## src/rtl/alu_operand_sequencer.sv

```systemverilog
// ---------------------------------------------------------------------------
// alu_operand_sequencer
//   Initiator side of the ALU operand/opcode interface. Operand A, operand B
//   and the opcode arrive one after another on a shared WIDTH-bit bus, one
//   word per din_valid strobe. Once all three are loaded the combinational
//   ALU is given SETTLE cycles, then its output is captured into result.
//
// Ports
//   clk          in   1      rising-edge clock
//   rst          in   1      synchronous active-high reset
//   din          in   WIDTH  shared data word: A, then B, then SEL
//   din_valid    in   1      one-cycle strobe qualifying din
//   alu_out      in   WIDTH  combinational result from the ALU
//   alu_a        out  WIDTH  registered operand A to the ALU
//   alu_b        out  WIDTH  registered operand B to the ALU
//   alu_sel      out  SEL_W  registered opcode to the ALU
//   result       out  WIDTH  captured ALU result
//   result_valid out  1      high while result holds a completed operation
//   overrun      out  1      sticky: din_valid arrived while executing
//   state        out  3      current FSM state (for LEDs)
// ---------------------------------------------------------------------------
module alu_operand_sequencer #(
    parameter int WIDTH  = 6,
    parameter int SEL_W  = 4,
    parameter int SETTLE = 1
) (
    input  logic             clk,
    input  logic             rst,
    input  logic [WIDTH-1:0] din,
    input  logic             din_valid,
    input  logic [WIDTH-1:0] alu_out,
    output logic [WIDTH-1:0] alu_a,
    output logic [WIDTH-1:0] alu_b,
    output logic [SEL_W-1:0] alu_sel,
    output logic [WIDTH-1:0] result,
    output logic             result_valid,
    output logic             overrun,
    output logic [2:0]       state
);

    localparam int CW = $clog2(SETTLE + 1);
    localparam logic [CW-1:0] CNT_LAST = CW'(SETTLE - 1);

    typedef enum logic [2:0] {
        S_A    = 3'd0,
        S_B    = 3'd1,
        S_SEL  = 3'd2,
        S_EXEC = 3'd3,
        S_DONE = 3'd4
    } state_t;

    state_t           state_reg, state_next;
    logic [WIDTH-1:0] alu_a_reg, alu_a_next;
    logic [WIDTH-1:0] alu_b_reg, alu_b_next;
    logic [SEL_W-1:0] alu_sel_reg, alu_sel_next;
    logic [WIDTH-1:0] result_reg, result_next;
    logic             result_valid_reg, result_valid_next;
    logic             overrun_reg, overrun_next;
    logic [CW-1:0]    cnt_reg, cnt_next;

    always_comb begin
        state_next        = state_reg;
        alu_a_next        = alu_a_reg;
        alu_b_next        = alu_b_reg;
        alu_sel_next      = alu_sel_reg;
        result_next       = result_reg;
        result_valid_next = result_valid_reg;
        overrun_next      = overrun_reg;
        cnt_next          = cnt_reg;

        case (state_reg)
            S_A: begin
                if (din_valid) begin
                    alu_a_next = din;
                    state_next = S_B;
                end
            end
            S_B: begin
                if (din_valid) begin
                    alu_b_next = din;
                    state_next = S_SEL;
                end
            end
            S_SEL: begin
                if (din_valid) begin
                    // Only the low SEL_W bits carry the opcode.
                    alu_sel_next = din[SEL_W-1:0];
                    cnt_next     = '0;
                    state_next   = S_EXEC;
                end
            end
            S_EXEC: begin
                cnt_next = cnt_reg + 1'b1;
                // Strobes while the ALU settles are dropped but remembered.
                if (din_valid) begin
                    overrun_next = 1'b1;
                end
                if (cnt_reg == CNT_LAST) begin
                    result_next       = alu_out;
                    result_valid_next = 1'b1;
                    state_next        = S_DONE;
                end
            end
            S_DONE: begin
                // A new A word starts the next operation immediately; the old
                // result stays visible but is no longer flagged valid.
                if (din_valid) begin
                    alu_a_next        = din;
                    result_valid_next = 1'b0;
                    overrun_next      = 1'b0;
                    state_next        = S_B;
                end
            end
            default: begin
                state_next = S_A;
            end
        endcase
    end

    always_ff @(posedge clk) begin
        if (rst) begin
            state_reg        <= S_A;
            alu_a_reg        <= '0;
            alu_b_reg        <= '0;
            alu_sel_reg      <= '0;
            result_reg       <= '0;
            result_valid_reg <= 1'b0;
            overrun_reg      <= 1'b0;
            cnt_reg          <= '0;
        end else begin
            state_reg        <= state_next;
            alu_a_reg        <= alu_a_next;
            alu_b_reg        <= alu_b_next;
            alu_sel_reg      <= alu_sel_next;
            result_reg       <= result_next;
            result_valid_reg <= result_valid_next;
            overrun_reg      <= overrun_next;
            cnt_reg          <= cnt_next;
        end
    end

    assign alu_a        = alu_a_reg;
    assign alu_b        = alu_b_reg;
    assign alu_sel      = alu_sel_reg;
    assign result       = result_reg;
    assign result_valid = result_valid_reg;
    assign overrun      = overrun_reg;
    assign state        = state_reg;

endmodule
```

## config.mk

```make
export PLATFORM = sky130hd
export DESIGN_NAME = alu_operand_sequencer
export DESIGN_NICKNAME = d
export VERILOG_FILES = /design/src/rtl/alu_operand_sequencer.sv
export SDC_FILE = /design/constraint.sdc
export NUM_CORES = 1
export LEC_CHECK = 0
export ABC_AREA = 1
export CAP_MARGIN = 15
export CORE_UTILIZATION = 55
export CTS_CLUSTER_SIZE = 8
export DETAILED_ROUTE_END_ITERATION = 16
export DONT_BUFFER_PORTS = 1
export HOLD_SLACK_MARGIN = 0.02
export PLACE_DENSITY = 0.72
export SLEW_MARGIN = 20
export SYNTH_ARGS = -nofsm -noshare
export SYNTH_HDL_FRONTEND = slang
export SYNTH_SLANG_ARGS = --single-unit
```

## constraint.sdc

```tcl
create_clock -name clk -period 1.3 [get_ports clk]
set_input_delay 0.26 -clock clk [delete_from_list [all_inputs] [get_ports clk]]
set_output_delay 0.26 -clock clk [all_outputs]
set_load 0.02 [all_outputs]
```

==> impl_metrics.csv, run 1 <==
group,metric,value,unit
global_routing,grt_pass1_vias,776,
power_and_ir_drop,pwr_density_cell,1470,mW/mm2
global_routing,grt_pass1_wl,3.14,mm
global_routing,grt_max_degree,18,
floorplan,io_pins,42,
yosys,synth_area,0.00110,mm2
global_routing,top_usage_layer,"met2",
detailed_routing,drc,0,
clock_network,clock_latency,0.32,ns
layout,regArea,563,um2
setup_path,cp_top_family,"flip-flops",
power_and_ir_drop,p_total,0.00180,W
power_and_ir_drop,switching_power,0.000490,W
power_and_ir_drop,power_frac_seq,57.6,%
yosys,synth_compound_area_share,15.3,%
setup_path,worst_setup_path_end_kind,"primary output",
layout,fillCellCount,168,
yosys,synth-xor-area-share,0,%
floorplan,core,0.00180,mm2
clock_network,htree_num_levels,1,
detailed_routing,wire_per_inst,12.1,um
job,maxCapViolations,0,
setup_path,critPathCapture,"state[0]",
layout,final_common_cell,"nor2_1",
setup_path,path_buf_inv,1,
clock_network,cts-buffers-inserted,3,
sta,fmax,828,MHz
clock_network,cts_setup_buffers,0,
global_routing,track_usage,20.0,%
detailed_routing,finalWirelength,2.06,mm
sta,setup_violations,0,
yosys,syn_nets,154,
worst_hold_path,hp-class,"in -> reg",
yosys,avgSynthCellArea,7.94,um2
worst_hold_path,hp-start,"alu_out[3]",
global_routing,met3_usage,4.62,%
layout,finalNetCount,161,
setup_path,r2r_cells,6,
detailed_routing,avgViaCountPerCell,5.14,
setup_path,cp_slowest_cell,"dfxtp_2",
yosys,ys_seq_elements,28,
setup_path,path_class,"reg -> out",
global_routing,met1_usage,25.5,%
placed_design,place.gp.congestion,0.787,
floorplan,start_util,61.2,%
yosys,synth_fa_ha_area_share,0,%
setup_path,cp.depth,1,
detailed_routing,dr.first_iter.drc_count,12,
layout,drive_above_1_share,16.6,%
yosys,synthSimpleGateAreaFrac,27.8,%
layout,antennaDiodeCount,0,
clock_network,path_clk_slew,0.14,ns
detailed_routing,vias,874,
sta,timing.final.crit_share,92.9,%
layout,layout_common_cells,"nor2_1 (42), dfxtp_1 (26), o21ai_0 (16), inv_1 (10), nand2_1 (8)",
power_and_ir_drop,swShare,27.2,%
clock_network,cts_sinks,28,
setup_path,cp.required,1.04,ns
sta,slew_headroom,81.2,%
yosys,yosys-mux-area-fraction,0,%
yosys,synth_top_family_by_area,"simple AND/OR/NAND/NOR gates",
setup_path,max_stage_delay,0.45,ns
yosys,synth_cells,139,
clock_network,clockBufferDepth,2,
sta,setup_tns,0,ns
sta,fin_crit,1.21,ns
yosys,synth_cell_types,21,
sta,worstMarginPinSlew,0.282,ns
setup_path,r2r_slack,0.14,ns
setup_path,cp.arrival,0.95,ns
power_and_ir_drop,p_comb_share,11.6,%
power_and_ir_drop,clockPowerShare,30.8,%
yosys,synth_seq_area_share,50.8,%
sta,slew_viol_final,0,
setup_path,r2r-start,"state[2]$_SDFFE_PP0P_",
global_routing,grt_antenna_before_repair,0,
power_and_ir_drop,p_int,0.00131,W
floorplan,num_rows,15,
run_status,status,"finished, final reports clean",
placed_design,port_buffers,0,
detailed_routing,postRouteAntennaNets,0,
clock_network,tritoncts,"done",
sta,final_hold_viol_count,0,
clock_network,clock-root-buffer,"clkbuf_4",
floorplan,fp.dieH,46.8,um
setup_path,critPathLaunchType,"flip-flop",
layout,area_growth,11.5,%
sta,rsz0062_at_grt,"false",
power_and_ir_drop,peakVddDrop,0.811,mV
floorplan,dieWidth,46.8,um
placed_design,hpwl,1.58,mm
setup_path,critical_path.max_fanout,7,
setup_path,path_cells,"buf_4",
floorplan,die-area,0.00219,mm2
layout,multiInputGateArea,475,um2
setup_path,critPathLaunch,"state[0]$_SDFFE_PP0P_",
global_routing,grt_use_met2,33.3,%
detailed_routing,drtPass1Iterations,4,
sta,fin_worst_skew,0.00273,ns
global_routing,grt-ovfl-total,0,
setup_path,rr_endpoint,"alu_b[4]$_SDFFE_PP0P_",
yosys,ys_warn_count,0,
power_and_ir_drop,p_leak,0.509,nW
-- power groups by stage --
stage                     logic (W)  registers [W]  clock network, W
final                      0.000209        0.00104          0.000555
after global placement     0.000199        0.00105                 0
after CTS                  0.000209        0.00104          0.000580
after detailed placement   0.000205        0.00106                 0
after global routing       0.000240        0.00105          0.000604
after floorplan            0.000156        0.00105                 0
-- cells by family after synthesis --
group,Yosys count
buffers and inverters,17
AND/OR/NAND/NOR,62
flip-flops,28
AO/OA/AOI/OAI,32
-- cells in the mapped netlist (all sizes together) --
| cell | instances | area (um2) |
|---|---|---|
| clkbuf | 1 | 3.75 |
| nand4 | 3 | 18.8 |
| o22ai | 1 | 6.26 |
| a21oi | 8 | 47.6 |
| nand2 | 8 | 30.0 |
| o21ai | 23 | 115 |
| dfxtp | 28 | 561 |
| nor2 | 45 | 195 |
| inv | 14 | 55.1 |
| nand3 | 6 | 62.6 |
| buf | 2 | 8.75 |
-- how the worst min path moves through the flow --
stage	cells past startpoint	endpoint	slack (ns)
finish	2	result[3]$_SDFFE_PP0P_	0.07
global route	2	result[0]$_SDFFE_PP0P_	0.05
CTS	2	result[3]$_SDFFE_PP0P_	0.05
detailed placement	1	cnt_reg$_SDFFE_PP0P_	0.32
global placement	1	cnt_reg$_SDFFE_PP0P_	0.32
floorplan	1	cnt_reg$_SDFFE_PP0P_	0.32
-- per-layer routing --
| layer | routed length, um | part of all wire [%] |
|---|---|---|
| met5 | 0 | 0 |
| met4 | 13 | 0.63 |
| met3 | 135 | 6.5 |
| met2 | 966 | 47 |
| met1 | 946 | 46 |
-- layout make-up --
class                   count  share of cell area, %
flip-flops and latches     28                   45.8
multi-input cells          94                   38.7
inverters                  14                   4.48
repair buffers              5                   4.27
well taps                  25                   2.54
clock inverters             1                   2.44
clock buffers               3                   1.83
-- repair_timing --
item / CTS / global route
hold buffers: 1 / 0
resized for setup: 2 / 0
endpoints found under the setup margin: 2 / 0
endpoints found under the hold margin: 3 / 0
-- metrics by stage --
step,setup WS (ns),hold slack [ns],utilization [%],cells,area [um2]
after floorplan,0.0599,0.322,-,139,1100
after global placement,0.156,0.324,64.7,165,1160
after detailed placement,0.135,0.324,64.7,165,1160
after CTS,0.0712,0.0506,68.3,170,1230
after global routing,0.0123,0.0468,68.3,170,1230
final,0.0918,0.0668,68.3,170,1230
Power figures use the tool's default switching activity.
==> run 2: changes to the inputs <==
Settings changed: RECOVER_POWER set to 50.
==> results of run 2 <==
Final layout, timing and power as in run 1 (identical DEF).
==> run 3: changes to the inputs <==
Settings changed: GPL_ROUTABILITY_DRIVEN set to 0, SETUP_SLACK_MARGIN set to 0.4, SKIP_CTS_REPAIR_TIMING set to 1.
==> run 3 against run 2 <==
Flip-flop and latch count did not move. Non-clock buffer count rose by 1. Critical path depth rose by 5.
==> impl_metrics.csv, run 3 (synthesized netlist as in run 1, its figures left out) <==
group,metric,value,unit
layout,fillCellCount,162,
sta,setup_ws,0.167,ns
setup_path,max_stage_delay,0.44,ns
power_and_ir_drop,p_comb_share,13.2,%
clock_network,clockBufferDepth,2,
floorplan,die-area,0.00219,mm2
detailed_routing,wire_per_inst,14.4,um
clock_network,cts_sinks,28,
layout,antennaDiodeCount,0,
placed_design,dp.cells,163,
floorplan,dieWidth,46.8,um
placed_design,pre_cts_slack,0.131,ns
setup_path,rr_endpoint,"result[3]$_SDFFE_PP0P_",
clock_network,clock_latency,0.33,ns
power_and_ir_drop,switching_power,0.000539,W
setup_path,path_class,"reg -> reg",
sta,rsz0062_at_grt,"true",
sta,slew_viol_final,0,
layout,final_common_cell,"dfxtp_1",
worst_hold_path,whs_path_depth,2,
detailed_routing,avgViaCountPerCell,5.54,
global_routing,grt_pass1_wl,3.46,mm
detailed_routing,vias,948,
setup_path,critical_path.max_fanout,8,
power_and_ir_drop,clockPowerShare,30.2,%
setup_path,r2r_cells,6,
layout,postLayoutCoreUtil,74.5,%
power_and_ir_drop,p_int,0.00133,W
placed_design,hpwl,1.68,mm
sta,setup_tns,0,ns
global_routing,track_usage,22.4,%
power_and_ir_drop,peakVddDrop,1.05,mV
layout,layoutNonFillerInstCount,171,
power_and_ir_drop,power_frac_seq,56.5,%
power_and_ir_drop,pwr_density_cell,1390,mW/mm2
floorplan,start_util,61.2,%
clock_network,cts-buffers-inserted,3,
global_routing,grt_pass1_vias,829,
placed_design,port_buffers,0,
global_routing,grt_antenna_before_repair,0,
setup_path,cp.required,1.55,ns
sta,fmax,883,MHz
sta,timing.final.crit_share,87.1,%
clock_network,path_clk_slew,0.15,ns
floorplan,core,0.00180,mm2
setup_path,cp_slowest_cell,"dfxtp_2",
clock_network,clock-root-buffer,"clkbuf_4",
global_routing,grt_max_degree,17,
setup_path,critPathLaunchType,"flip-flop",
detailed_routing,dr.first_iter.drc_count,22,
setup_path,cp.arrival,1.38,ns
setup_path,worst_setup_path_end_kind,"flip-flop",
floorplan,fp.dieH,46.8,um
power_and_ir_drop,p_leak,0.517,nW
clock_network,tritoncts,"done",
worst_hold_path,min_to,"result[0]$_SDFFE_PP0P_",
global_routing,grt-ovfl-total,0,
sta,setup_violations,0,
worst_hold_path,hp-class,"in -> reg",
detailed_routing,postRouteAntennaNets,0,
floorplan,num_rows,15,
detailed_routing,drc,0,
sta,fin_worst_skew,0.00630,ns
setup_path,path_cells,"inv_6 > nand3_4 > nor2_8 > inv_8 > nor2_4 > nor2_2",
detailed_routing,drtPass1Iterations,4,
sta,fin_crit,1.13,ns
sta,slew_headroom,80.3,%
clock_network,htree_num_levels,1,
layout,area_growth,21.7,%
worst_hold_path,hp-start,"alu_out[0]",
power_and_ir_drop,p_total,0.00187,W
layout,layout_common_cells,"dfxtp_1 (25), nor2_1 (24), o21ai_1 (15), nor2_2 (14), nand2_1 (8)",
run_status,status,"finished, final reports clean",
floorplan,io_pins,42,
setup_path,r2r-start,"state[2]$_SDFFE_PP0P_",
job,maxCapViolations,0,
sta,worstMarginPinSlew,0.295,ns
layout,finalNetCount,162,
detailed_routing,finalWirelength,2.46,mm
sta,final_hold_viol_count,0,
setup_path,r2r_slack,0.17,ns
power_and_ir_drop,swShare,28.8,%
layout,drive_above_1_share,33.6,%
[run 3: changes by cell type in the layout (fill, tap and decap cells not counted), moves of 2 or more]
| cell | before | now |
|---|---|---|
| nand3_4 | 1 | 3 |
| o21ai_1 | 7 | 15 |
| nand3_2 | 4 | 2 |
| inv_1 | 10 | 7 |
| nor2_2 | 1 | 14 |
| o21ai_0 | 16 | 7 |
| nor2_1 | 42 | 24 |
| nor2_4 | 1 | 6 |
| dfxtp_4 | 0 | 2 |
| inv_4 | 1 | 3 |
[run 3: cell type report]
type	instances	area, um2	area share (%)
clock inverters	1	30.0	2.24
multi-input cells	94	568	42.3
inverters	14	72.6	5.41
well taps	25	31.3	2.33
repair buffers	6	48.8	3.63
flip-flops and latches	28	569	42.4
clock buffers	3	22.5	1.68
[run 3: worst max-delay path by stage]
stage / depth (start not counted) / to / slack (ns) / from
floorplan: 7 / alu_b[0]$_SDFFE_PP0P_ / 0.21 / state[1]$_SDFFE_PP0P_
global placement: 4 / alu_sel[3]$_SDFFE_PP0P_ / 0.14 / state[0]$_SDFFE_PP0P_
detailed placement: 6 / result[3]$_SDFFE_PP0P_ / 0.13 / state[2]$_SDFFE_PP0P_
CTS: 6 / result[2]$_SDFFE_PP0P_ / 0.12 / state[2]$_SDFFE_PP0P_
global route: 6 / result[3]$_SDFFE_PP0P_ / 0.09 / state[2]$_SDFFE_PP0P_
finish: 6 / result[3]$_SDFFE_PP0P_ / 0.17 / state[2]$_SDFFE_PP0P_
[run 3: power by group through the flow]
stage / logic (W) / clock network [W] / registers [W]
floorplan: 0.000167 / 0 / 0.00105
global placement: 0.000183 / 0 / 0.00107
detailed placement: 0.000190 / 0 / 0.00108
global route: 0.000275 / 0.000594 / 0.00107
CTS: 0.000191 / 0.000573 / 0.00106
finish: 0.000247 / 0.000565 / 0.00106
[run 3: stage by stage]
| stage | instance area, um2 | hold slack [ns] |
|---|---|---|
| final | 1340 | 0.0509 |
| after global routing | 1340 | 0.0508 |
| after floorplan | 1130 | 0.315 |
| after CTS | 1210 | -0.0424 |
| after detailed placement | 1160 | 0.317 |
| after global placement | 1160 | 0.318 |
[run 3: critical path, delay by kind of cell (launching register included)]
family / cells / cell delay [ns]
flip-flops: 1 / 0.44
AND/OR/NAND/NOR: 4 / 0.42
buffers and inverters: 2 / 0.19
[run 3: per-layer routing]
metal	wire length [um]	part of all wire [%]	GRT usage, %	vias up
li1	-	-	-	466
met1	1050	43	29.1	441
met2	1200	49	34.2	35
met3	170	6.9	7.31	6
met4	36	1.5	9.71	0
met5	0	0	0	-
